## config.mk

```make
export PLATFORM = sky130hd
export DESIGN_NAME = pixel_write_arbiter
export DESIGN_NICKNAME = d
export VERILOG_FILES = /design/src/rtl/pixel_write_arbiter_pkg.sv /design/src/rtl/pixel_write_arbiter_clip.sv /design/src/rtl/pixel_write_arbiter.sv
export SDC_FILE = /design/constraint.sdc
export NUM_CORES = 1
export LEC_CHECK = 0
export ABC_AREA = 0
export ABC_CLOCK_PERIOD_IN_PS = 2000
export CORE_MARGIN = 2
export CORE_UTILIZATION = 37
export CTS_BUF_LIST = sky130_fd_sc_hd__clkbuf_16
export CTS_CLUSTER_SIZE = 25
export DETAILED_ROUTE_END_ITERATION = 10
export GPL_TIMING_DRIVEN = 1
export MAX_ROUTING_LAYER = met4
export PLACE_DENSITY = 0.76
export RECOVER_POWER = 50
export REMOVE_ABC_BUFFERS = 1
export SLEW_MARGIN = 20
export SYNTH_ARGS = -nofsm -noshare
export SYNTH_HDL_FRONTEND = slang
export SYNTH_SLANG_ARGS = --single-unit
export TNS_END_PERCENT = 5
```

## constraint.sdc

```tcl
create_clock -name clock -period 2 [get_ports clock]
set_clock_uncertainty 0.2 [all_clocks]
set_input_delay 0.5 -clock clock [delete_from_list [all_inputs] [get_ports clock]]
set_output_delay 0.5 -clock clock [all_outputs]
set_load 0.05 [all_outputs]
```

## src/rtl/pixel_write_arbiter_pkg.sv

```systemverilog
// Shared constants and types for the pixel write arbiter slice.
package pixel_write_arbiter_pkg;

    localparam int SCREEN_W = 160;
    localparam int SCREEN_H = 120;
    localparam int X_W      = 8;
    localparam int Y_W      = 7;
    localparam int COLOUR_W = 3;

    localparam logic [COLOUR_W-1:0] BLACK = 3'd0;
    localparam logic [COLOUR_W-1:0] WHITE = 3'd7;

    typedef enum logic [1:0] {
        IDLE  = 2'd0,
        CLEAR = 2'd1,
        REARM = 2'd2
    } state_t;

endpackage

```

## src/rtl/pixel_write_arbiter_clip.sv

```systemverilog
// In-bounds check and registered write stage shared by the clear and sprite paths.
// A loaded beat appears on vga_* one cycle later; off-screen beats are dropped
// (vga_plot low) and, when they come from the sprite path, counted.
module pixel_clip #(
    parameter int X_W      = pixel_write_arbiter_pkg::X_W,
    parameter int Y_W      = pixel_write_arbiter_pkg::Y_W,
    parameter int COLOUR_W = pixel_write_arbiter_pkg::COLOUR_W,
    parameter int X_MAX    = pixel_write_arbiter_pkg::SCREEN_W - 1,
    parameter int Y_MAX    = pixel_write_arbiter_pkg::SCREEN_H - 1
) (
    input  logic                clock,
    input  logic                reset,
    input  logic                load,
    input  logic                is_sprite,
    input  logic [X_W-1:0]      in_x,
    input  logic [Y_W-1:0]      in_y,
    input  logic [COLOUR_W-1:0] in_colour,
    output logic [X_W-1:0]      vga_x,
    output logic [Y_W-1:0]      vga_y,
    output logic [COLOUR_W-1:0] vga_colour,
    output logic                vga_plot,
    output logic [7:0]          clip_count
);
    import pixel_write_arbiter_pkg::*;

    localparam logic [X_W-1:0] X_LIM = X_W'(X_MAX);
    localparam logic [Y_W-1:0] Y_LIM = Y_W'(Y_MAX);

    logic in_range;

    assign in_range = (in_x <= X_LIM) && (in_y <= Y_LIM);

    // Output register: capture a loaded beat, otherwise hold coordinates and drop the strobe.
    always_ff @(posedge clock) begin
        if (reset) begin
            vga_x      <= '0;
            vga_y      <= '0;
            vga_colour <= '0;
            vga_plot   <= 1'b0;
        end else if (load) begin
            vga_x      <= in_x;
            vga_y      <= in_y;
            vga_colour <= in_colour;
            vga_plot   <= in_range;
        end else begin
            vga_plot   <= 1'b0;
        end
    end

    // Saturating count of off-screen sprite beats.
    always_ff @(posedge clock) begin
        if (reset) begin
            clip_count <= 8'd0;
        end else if (load && is_sprite && !in_range && (clip_count != 8'hFF)) begin
            clip_count <= clip_count + 8'd1;
        end
    end

endmodule

```

## src/rtl/pixel_write_arbiter.sv

```systemverilog
// Arbitrates the VGA pixel-write port between whole-screen clears driven by the
// sweep engine and sprite pixels arriving over a valid/ready handshake.
//
// state | meaning
// IDLE  | sprite beats accepted; clear_req starts a clear (and wins over a sprite beat)
// CLEAR | sweep engine enabled; every engine coordinate written in CLEAR_COLOUR
// REARM | engine held in reset for one cycle before sprites resume
module pixel_write_arbiter #(
    parameter int X_W          = pixel_write_arbiter_pkg::X_W,
    parameter int Y_W          = pixel_write_arbiter_pkg::Y_W,
    parameter int COLOUR_W     = pixel_write_arbiter_pkg::COLOUR_W,
    parameter int X_MAX        = pixel_write_arbiter_pkg::SCREEN_W - 1,
    parameter int Y_MAX        = pixel_write_arbiter_pkg::SCREEN_H - 1,
    parameter int CLEAR_COLOUR = int'(pixel_write_arbiter_pkg::BLACK)
) (
    input  logic                clock,
    input  logic                reset,
    input  logic                clear_req,
    output logic                clr_en,
    input  logic [X_W-1:0]      clr_x,
    input  logic [Y_W-1:0]      clr_y,
    input  logic                clr_done,
    input  logic                spr_valid,
    output logic                spr_ready,
    input  logic [X_W-1:0]      spr_x,
    input  logic [Y_W-1:0]      spr_y,
    input  logic [COLOUR_W-1:0] spr_colour,
    output logic [X_W-1:0]      vga_x,
    output logic [Y_W-1:0]      vga_y,
    output logic [COLOUR_W-1:0] vga_colour,
    output logic                vga_plot,
    output logic                busy,
    output logic                clear_done,
    output logic [7:0]          clip_count
);
    import pixel_write_arbiter_pkg::*;

    localparam logic [COLOUR_W-1:0] CLEAR_COL = COLOUR_W'(CLEAR_COLOUR);

    state_t                state_q;
    state_t                state_d;
    logic                  load;
    logic                  is_sprite;
    logic [X_W-1:0]        pix_x;
    logic [Y_W-1:0]        pix_y;
    logic [COLOUR_W-1:0]   pix_colour;

    // State register.
    always_ff @(posedge clock) begin
        if (reset) begin
            state_q <= IDLE;
        end else begin
            state_q <= state_d;
        end
    end

    // Next state, handshake and source select; reset forces the combinational outputs low
    // so a reset mid-clear drops clr_en in the same cycle.
    always_comb begin
        state_d    = state_q;
        clr_en     = 1'b0;
        spr_ready  = 1'b0;
        busy       = 1'b0;
        load       = 1'b0;
        is_sprite  = 1'b0;
        pix_x      = spr_x;
        pix_y      = spr_y;
        pix_colour = spr_colour;
        case (state_q)
            IDLE: begin
                spr_ready = !clear_req;
                load      = spr_valid && !clear_req;
                is_sprite = 1'b1;
                if (clear_req) begin
                    state_d = CLEAR;
                end
            end
            CLEAR: begin
                clr_en     = 1'b1;
                busy       = 1'b1;
                load       = 1'b1;
                pix_x      = clr_x;
                pix_y      = clr_y;
                pix_colour = CLEAR_COL;
                if (clr_done) begin
                    state_d = REARM;
                end
            end
            REARM: begin
                state_d = IDLE;
            end
            default: begin
                state_d = IDLE;
            end
        endcase
        if (reset) begin
            clr_en    = 1'b0;
            spr_ready = 1'b0;
            busy      = 1'b0;
            load      = 1'b0;
        end
    end

    // Completion pulse lines up with the output stage: one cycle after the last clear write.
    always_ff @(posedge clock) begin
        if (reset) begin
            clear_done <= 1'b0;
        end else begin
            clear_done <= (state_q == REARM);
        end
    end

    pixel_clip #(
        .X_W      (X_W),
        .Y_W      (Y_W),
        .COLOUR_W (COLOUR_W),
        .X_MAX    (X_MAX),
        .Y_MAX    (Y_MAX)
    ) u_clip (
        .clock      (clock),
        .reset      (reset),
        .load       (load),
        .is_sprite  (is_sprite),
        .in_x       (pix_x),
        .in_y       (pix_y),
        .in_colour  (pix_colour),
        .vga_x      (vga_x),
        .vga_y      (vga_y),
        .vga_colour (vga_colour),
        .vga_plot   (vga_plot),
        .clip_count (clip_count)
    );

endmodule

```

==> flow_metrics.tcl, run 1 <==
set metrics [dict create \
    hp-class "flip-flop to flip-flop" \
    synth.distinct_cells 34 \
    first_global_vias 1588 \
    dp_worst_setup_slack_ps -495 \
    gr-total-overflow 0 \
    yosysTopAreaCell "dfxtp_1" \
    die_area_sq_mm 0.00454 \
    ys_seq_elements 30 \
    arrival_ps 2030 \
    use_met3_pct 5.50 \
    num_vias 1619 \
    track_usage_pct 21.6 \
    drtIter0Drc 81 \
    pin_count 69 \
    placed_cell_area_sq_mm 0.00236 \
    synthTopCellsByCount "30 x dfxtp_1, 24 x nor2_1, 18 x nand3_1" \
    initial_utilization_pct 37.7 \
    hold_ws_ps 279 \
    fin_crit_ps 2070 \
    clk_pin_slew_ps 50 \
    gp_congestion 0.878 \
    hold_viol_final 0 \
    ys_async_sr_fraction_pct 0 \
    grt_start_max_net_pins 35 \
    netlist_instances 172 \
    synth_most_common_cell "dfxtp_1" \
    met2_usage_pct 36.3 \
    antenna_found_initial 0 \
    coreArea_sq_mm 0.00394 \
    timing.final.max_slew_violations 0 \
    clock_latency_ps 280 \
    synth_edf_count 0 \
    syn_area_sq_mm 0.00149 \
    wl_um 4600 \
    grt_setup_unrepaired "true" \
    route.detailed.drc 0 \
    cp.required_ps 1960 \
    rows 23 \
    finalCritPeriodShare_pct 103 \
    setup_ws_ps -69.4 \
    cts_inserted_buffers 5 \
    nNetsFinal 297 \
    clockBufferDepth 2 \
    syn_area_per_cell_sq_um 8.63 \
    chipHeight_um 67.4 \
    cts_hold_buf 0 \
    io_buffers 68 \
    crit_path_end_kind "flip-flop" \
    final_cell_area_sq_mm 0.00256 \
    cp_max_fo 5 \
    synth_warnings 0 \
    drive_above_1_share_pct 22.9 \
    grt_pass1_wl_um 7070 \
    diodes 0 \
    crit_path_start_kind "primary input" \
    dp_hpwl_um 3130 \
    yosysTopAreaCellShare_pct 40.4 \
    total_power_uw 1790 \
    synth_top_flop_cell "dfxtp_1" \
    die_width_um 67.4 \
    tightestPinTransition_ps 716 \
    peakVddDrop_mv 0.449 \
    busiest_layer "met2" \
    max_freq_mhz 483 \
    power.density_mw_per_mm2 700 \
    power.leakage_uw 0.00107 \
    ant_nets 0 \
    vias_per_cell 5.26 \
    globalRouteMet1Util_pct 24.0 \
    h-tree-depth 2 \
    clkSinkCount 30 \
    wire_per_inst_um 14.9 \
    crit_type "primary input to flip-flop" \
    cts_tree "built" \
    violations "setup timing" \
    setup_violations 5 \
    ys_seq_area_share_pct 40.4 \
    fillers 324 \
    drt-pass1-iter-count 4 \
    synth.area.top_cells "dfxtp_1 40%, a311oi_1 8.8%, nand3_1 6.1%, nor2_1 6.1%, nand2_1 4.0%" \
    syn_to_final_growth_pct 72.7 \
    cap_violations 0 \
    ctsRootBufferMaster "clkbuf_16" \
    fin_util_pct 65.1 \
    status "complete, but fails checks" \
    slew_headroom_pct 52.2 \
]
==> where the power goes <==
| group | switching (uW) | total (uW) | internal [uW] |
|---|---|---|---|
| Clock | 246 | 693 | 447 |
| Sequential | 20.1 | 655 | 634 |
| Combinational | 272 | 448 | 176 |
| Total | 538 | 1790 | 1260 |
==> layout make-up <==
| cell class | count | area, sq um | share of cell area, % |
|---|---|---|---|
| inverter | 3 | 11.3 | 0.439 |
| timing repair buffer | 93 | 846 | 33.0 |
| clock inverter | 2 | 10.0 | 0.390 |
| tap | 50 | 62.6 | 2.44 |
| multi-input combinational | 125 | 910 | 35.5 |
| sequential | 30 | 601 | 23.4 |
| clock buffer | 5 | 125 | 4.88 |
==> critical path, cell delays in order <==
cell	delay, ps
clkdlybuf4s50_1	490
and4_4	260
a211oi_4	50
buf_12	150
nor4_4	250
mux2_4	320
==> metal layers <==
layer	vias up	share of wire (%)
met1	747	43
met3	8	7.1
met2	55	49
li1	809	-
met5	-	0
met4	0	1.7
==> stage by stage <==
| step | std cells | TNS [ps] |
|---|---|---|
| finish | 308 | -113 |
| CTS | 307 | -129 |
| detailed placement | 298 | -10650 |
| global route | 308 | -435 |
| floorplan | 158 | -19530 |
| global placement | 298 | -10100 |
==> state kept, by name, indices dropped and copies added, names as in the netlist <==
name	flops
u_clip.vga_colour	3
u_clip.vga_y	7
state_q	2
u_clip.vga_plot	1
u_clip.clip_count	8
clear_done	1
u_clip.vga_x	8
==> cell families (layout without fill, tap and decap cells) <==
| family | Yosys count | in the layout | share of synthesized area [%] |
|---|---|---|---|
| AOI/OAI and AO/OA | 26 | 26 | 16.0 |
| and+or+nand+nor | 88 | 88 | 30.0 |
| DFF | 30 | 30 | 40.4 |
| buffers and inverters | 17 | 103 | 5.48 |
| muxes | 10 | 10 | 7.24 |
| adders and majority gates | 1 | 1 | 0.842 |
==> placed cells by master, fill, tap and decap left out, drive strengths merged <==
cell           count
buf               31
dfxtp             30
clkbuf            30
clkdlybuf4s50     26
nor2              24
nand3             18
nand2             17
a311oi            15
dlymetal6s2s      10
nor2b              7
mux2               6
nor4               5
nand4              5
nor3               5
mux2i              4
inv                3
and4               3
a21oi              2
clkinv             2
o211ai             2
o211a              2
o311ai             2
nand2b             1
or2                1
a211o              1
a211oi             1
and2               1
o41ai              1
nor3b              1
ha                 1
dlygate4sd2        1
==> repair_timing <==
action,CTS,global route
cloned,0,0
setup endpoints to repair,29,12
pin swaps,7,5
setup buffers,2,2
endpoints found under the hold margin,0,0
resized for setup,15,24
==> worst paths after layout <==
path | cells after the start | end | slack, ps | start
worst max-delay path | 6 | u_clip.clip_count[6]$_SDFFE_PP0P_ | -70 | spr_y[6]
worst min-delay path | 2 | u_clip.vga_y[2]$_SDFFE_PP0N_ | 280 | u_clip.vga_y[2]$_SDFFE_PP0N_
worst min register to register | 2 | u_clip.vga_y[2]$_SDFFE_PP0N_ | 280 | u_clip.vga_y[2]$_SDFFE_PP0N_
worst max register to register | 5 | u_clip.clip_count[4]$_SDFFE_PP0P_ | 40 | state_q[1]$_SDFFE_PP0P_
(Power assumes the default switching activity.)
==> run 2, diff against run 1 <==
- GPL_ROUTABILITY_DRIVEN: unset -> 1
==> results of run 2 <==
Same layout as run 1: the final DEF is identical, and so are final timing and power.
